### config.mk
export PLATFORM = sky130hd
export DESIGN_NAME = fetch_entry_buffer
export DESIGN_NICKNAME = d
export VERILOG_FILES = /design/src/rtl/fetch_entry_buffer.sv
export SDC_FILE = /design/constraint.sdc
export NUM_CORES = 1
export LEC_CHECK = 0
export CAP_MARGIN = 20
export CORE_MARGIN = 4
export CORE_UTILIZATION = 50
export CTS_CLUSTER_DIAMETER = 60
export CTS_CLUSTER_SIZE = 30
export DETAILED_ROUTE_END_ITERATION = 10
export PLACE_DENSITY = 0.75
export SKIP_CTS_REPAIR_TIMING = 1
export SLEW_MARGIN = 20
export SYNTH_ARGS = -nofsm -noshare
export SYNTH_HDL_FRONTEND = slang
export SYNTH_SLANG_ARGS = --single-unit
### constraint.sdc
create_clock -name clk_i -period 7.5 [get_ports clk_i]
set_input_delay 0.75 -clock clk_i [delete_from_list [all_inputs] [get_ports clk_i]]
set_output_delay 0.75 -clock clk_i [all_outputs]
set_load 0.01 [all_outputs]
### src/rtl/fetch_entry_buffer.sv
// fetch_entry_buffer
//   Circular buffer of decoded-fetch entries between the instruction
//   realigner and the ID stage. An entry pushed in one cycle is visible on
//   the head outputs from the next cycle on; there is no fall-through path.
//   When an entry carrying a fetch exception is accepted, the buffer stops
//   accepting until that entry has been consumed, so the excepting entry is
//   always the youngest one held.
//
// Ports
//   clk_i, rst_ni          clock, asynchronous active-low reset
//   flush_i                discard every held entry at the next edge
//   valid_i / ready_o      upstream entry handshake
//   addr_i, instr_i,
//   bp_taken_i, bp_target_i,
//   ex_valid_i, ex_cause_i upstream entry fields
//   fetch_entry_valid_o /
//   fetch_entry_ready_i    head entry handshake toward ID
//   addr_o ... ex_cause_o  head entry fields, all zero while empty
//   count_o                number of held entries
module fetch_entry_buffer #(
    parameter int unsigned DEPTH   = 4,
    parameter int unsigned VLEN    = 39,
    parameter int unsigned CAUSE_W = 64
) (
    input  logic                         clk_i,
    input  logic                         rst_ni,
    input  logic                         flush_i,
    input  logic                         valid_i,
    output logic                         ready_o,
    input  logic [VLEN-1:0]              addr_i,
    input  logic [31:0]                  instr_i,
    input  logic                         bp_taken_i,
    input  logic [VLEN-1:0]              bp_target_i,
    input  logic                         ex_valid_i,
    input  logic [CAUSE_W-1:0]           ex_cause_i,
    output logic                         fetch_entry_valid_o,
    input  logic                         fetch_entry_ready_i,
    output logic [VLEN-1:0]              addr_o,
    output logic [31:0]                  instr_o,
    output logic                         bp_taken_o,
    output logic [VLEN-1:0]              bp_target_o,
    output logic                         ex_valid_o,
    output logic [CAUSE_W-1:0]           ex_cause_o,
    output logic [$clog2(DEPTH+1)-1:0]   count_o
);

    localparam int unsigned PTR_W = $clog2(DEPTH);
    localparam int unsigned CNT_W = $clog2(DEPTH + 1);

    typedef struct packed {
        logic [VLEN-1:0]    addr;
        logic [31:0]        instr;
        logic               bp_taken;
        logic [VLEN-1:0]    bp_target;
        logic               ex_valid;
        logic [CAUSE_W-1:0] ex_cause;
    } entry_t;

    typedef enum logic {
        RUN,
        EX_HOLD
    } state_e;

    entry_t             mem [DEPTH];
    logic [PTR_W-1:0]   rd_ptr_q;
    logic [PTR_W-1:0]   wr_ptr_q;
    logic [CNT_W-1:0]   count_q;
    state_e             state_q;

    logic               push;
    logic               pop;
    entry_t             head;

    assign ready_o             = (count_q < CNT_W'(DEPTH)) && (state_q == RUN) && !flush_i;
    assign fetch_entry_valid_o = (count_q != '0);
    assign push                = valid_i && ready_o;
    assign pop                 = fetch_entry_valid_o && fetch_entry_ready_i;
    assign count_o             = count_q;

    // Head is masked while empty so stale storage never leaks out.
    always_comb begin
        head = '0;
        if (fetch_entry_valid_o) begin
            head = mem[rd_ptr_q];
        end
    end

    assign addr_o      = head.addr;
    assign instr_o     = head.instr;
    assign bp_taken_o  = head.bp_taken;
    assign bp_target_o = head.bp_target;
    assign ex_valid_o  = head.ex_valid;
    assign ex_cause_o  = head.ex_cause;

    // Storage needs no reset: it is only observable through count_q.
    always_ff @(posedge clk_i) begin
        if (push) begin
            mem[wr_ptr_q] <= '{
                addr:      addr_i,
                instr:     instr_i,
                bp_taken:  bp_taken_i,
                bp_target: bp_target_i,
                ex_valid:  ex_valid_i,
                ex_cause:  ex_cause_i
            };
        end
    end

    // DEPTH is a power of two, so pointer overflow wraps DEPTH-1 -> 0.
    always_ff @(posedge clk_i or negedge rst_ni) begin
        if (!rst_ni) begin
            rd_ptr_q <= '0;
            wr_ptr_q <= '0;
            count_q  <= '0;
            state_q  <= RUN;
        end else if (flush_i) begin
            rd_ptr_q <= '0;
            wr_ptr_q <= '0;
            count_q  <= '0;
            state_q  <= RUN;
        end else begin
            if (push) begin
                wr_ptr_q <= wr_ptr_q + PTR_W'(1);
            end
            if (pop) begin
                rd_ptr_q <= rd_ptr_q + PTR_W'(1);
            end
            if (push && !pop) begin
                count_q <= count_q + CNT_W'(1);
            end else if (pop && !push) begin
                count_q <= count_q - CNT_W'(1);
            end

            // Popping the last entry in EX_HOLD is popping the excepting one.
            if (push && ex_valid_i) begin
                state_q <= EX_HOLD;
            end else if (pop && (count_q == CNT_W'(1))) begin
                state_q <= RUN;
            end
        end
    end

endmodule
==> flow_summary.yaml <==
outcome:
  status: "finished clean"
clocking:
  numCtsBuffers: 45
  cts_sinks: 712
  cts_tree: "built"
  cts-root-buf: "clkbuf_16"
  clk_latency_ns: 0.59
  cts_max_path_buffers: 3
  htreeDepth: 2
  clk_pin_slew_ns: 0.08
sta:
  worst_slack_ns: 3.21
  rsz0062_at_grt: "no"
  min_period_ns: 4.29
  fmax_mhz: 233
  layout_worst_path_cycle_share_pct: 57.2
  clock_skew_ns: 0.0230
  finalSetupViolations: 0
  tns_ns: 0
  maxSlewHeadroom_pct: 36.0
  slew_viol_final: 0
  worst_pin_slew_ns: 0.961
  hold_viol_final: 0
route:
  drc_errors: 0
  vias: 12636
  wl_um: 54100
  firstDrtPassIters: 4
  final_antenna_net_count: 0
  drt_iter0_drc: 1040
  routedWlPerCell_um: 23.8
  via_per_inst: 5.56
logic_synthesis:
  async_flop_share_pct: 1.12
  synth_fa_ha_area_share_pct: 0.410
  ys_ff_latch: 712
  synth_most_common_cell: "edfxtp_1"
  synth_simple_gate_area_share_pct: 4.51
  yosys.area_share.xor_xnor_pct: 0.0968
  yosysWarnings: 0
  syn_inst: 1173
  ys_types: 28
  yosys-top-cells-count: "704 x edfxtp_1, 180 x and2_1, 176 x mux4_2"
  syn_area_um2: 27100
  yosysTopAreaCell: "edfxtp_1"
  synth_top_area_share_pct: 77.9
  synth_nets: 1362
  synthFlopType: "edfxtp_1"
  avgSynthCellArea_um2: 23.1
  synth_top_family_by_area: "multiplexers"
  synth_area_leaders: "edfxtp_1 78%, mux4_2 15%, and2_1 4.1%, dfrtp_1 0.74%, buf_6 0.71%"
  synth_compound_gate_area_share_pct: 0.198
  synth_edf_count: 704
  seq_area_frac_synth_pct: 78.6
  synth.area.mux_share_pct: 14.6
placement:
  dp_hpwl_um: 32300
  dp_cells: 2184
  place.gp.congestion: 0.765
  io_buffers: 361
  dp_slack_ns: 3.71
power_and_ir_drop:
  vdd_drop_max_mv: 0.511
  p_total_mw: 10.9
  leakagePower_nw: 10.3
  power_density_nw_per_um2: 329
grt:
  antenna_found_initial: 12
  grt_pass1_wl_um: 80800
  grt_pass1_vias: 13133
  overflow: 0
  track_usage_pct: 18.4
  grt_max_degree: 98
worst_setup_path:
  crit_arrival_ns: 3.54
  crit_path_max_fanout: 97
  end_kind: "primary output"
  cp.required_ns: 6.75
  crit_type: "flop to primary output"
  crit_path_start_kind: "flop"
cells_and_area:
  final_cell_count_no_fill: 2274
  drive_above_1_share_pct: 18.1
  synthToLayoutAreaGrowth_pct: 22.1
  num-nets-final: 1724
floorplan:
  die_w_um: 241
  dieArea_um2: 58100
  start_util_pct: 50.4
  io_pins: 362
  rows: 85
  fp.coreArea_um2: 53800
  die_y_um: 241
worst_hold_path:
  hp-class: "input pin to async pin"
flow_run:
  drv_cap: 0
-- placed cells by master, fill, tap and decap left out --
cell / Yosys / routed
clkinv_8: 0 / 4
clkdlybuf4s50_1: 0 / 361
mux4_2: 176 / 176
o31ai_1: 1 / 1
mux2i_1: 1 / 1
ha_1: 8 / 8
buf_4: 0 / 10
and2_1: 180 / 176
nand2_1: 5 / 5
inv_12: 0 / 5
nand3_1: 4 / 4
edfxtp_1: 704 / 704
dfrtp_1: 8 / 6
nor4b_1: 1 / 1
xnor2_1: 2 / 2
dfrtp_4: 0 / 2
o21ai_0: 1 / 1
diode_2: 0 / 6
maj3_2: 1 / 1
a32o_1: 1 / 1
inv_1: 5 / 5
o211ai_1: 1 / 1
inv_6: 0 / 5
nor2_1: 4 / 4
clkinvlp_4: 0 / 5
inv_16: 0 / 1
o211a_1: 1 / 1
a32oi_1: 1 / 1
a21oi_1: 1 / 1
nand2b_4: 1 / 1
xor2_1: 1 / 1
buf_12: 0 / 6
clkbuf_16: 0 / 47
nor3_1: 1 / 1
or3_1: 1 / 1
bufinv_16: 0 / 3
clkinv_2: 0 / 3
clkinv_16: 0 / 1
and2_4: 1 / 5
inv_8: 0 / 10
-- layout make-up --
class                      instances  area [µm²]
timing repair buffer             377        3810
fill                            3693       20700
tap                              696         871
sequential                       712       21300
clock buffer                      47        1180
multi-input combinational        394        5400
antenna                            6        15.0
clock inverter                    37         495
inverter                           5        18.8
-- metrics by stage --
step	instance area, µm²	util [%]	hold slack, ns
final	33100	61.6	0.459
after CTS	33100	61.5	0.422
after floorplan	27100	-	0.454
after global routing	33100	61.6	0.454
after global placement	31400	58.4	0.543
after detailed placement	31400	58.4	0.567
-- worst max-delay path: stages (launching register included) --
cell,delay (ns)
dfrtp_4,0.83
buf_12,0.58
mux4_2,0.64
and2_1,0.18
clkdlybuf4s50_1,0.48
-- metal layers --
metal,global-route usage [%],vias up,part of all wire (%)
li1,-,5541,-
met1,26.9,6593,42
met2,28.4,416,49
met3,4.43,74,7.6
met4,4.90,12,1.9
met5,0,-,0.14
-- power breakdown --
group	internal [mW]	switching, mW	leakage (nW)
clock network	1.35	1.44	0.802
registers	4.61	0.109	6.48
logic	1.86	1.52	3.02
total	7.83	3.06	10.3
-- sequential cells by signal (all words and copies together), names as in the netlist --
| signal | cells |
|---|---|
| state_q | 1 |
| mem | 704 |
| wr_ptr_q | 2 |
| rd_ptr_q | 2 |
| count_o | 3 |
-- cells by family (layout without fill, tap and decap cells) --
logic type	count (synthesis)	count (layout)
compound gates	7	7
xor+xnor	3	3
fa+ha+maj	9	9
buf+inv	67	466
flops	712	712
mux	177	177
other cells	0	6
simple gates	198	198
-- worst paths after layout --
check                      slack (ns)                    start                 endpoint  depth (start not counted)
max                              3.21  rd_ptr_q[0]$_DFFE_PN0P_           ex_cause_o[17]                          4
min                              0.46                   rst_ni      state_q$_DFFE_PN0P_                          1
max reg2reg                      4.59   count_o[2]$_DFFE_PN0P_     mem[0][87]$_DFFE_PP_                          4
min reg2reg                      0.57  wr_ptr_q[0]$_DFFE_PN0P_  wr_ptr_q[0]$_DFFE_PN0P_                          1
max in group asynchronous        6.72                   rst_ni  rd_ptr_q[1]$_DFFE_PN0P_                          1
min in group clk_i               0.57  wr_ptr_q[0]$_DFFE_PN0P_  wr_ptr_q[0]$_DFFE_PN0P_                          1
No activity file was read; power rests on OpenSTA's default activity.
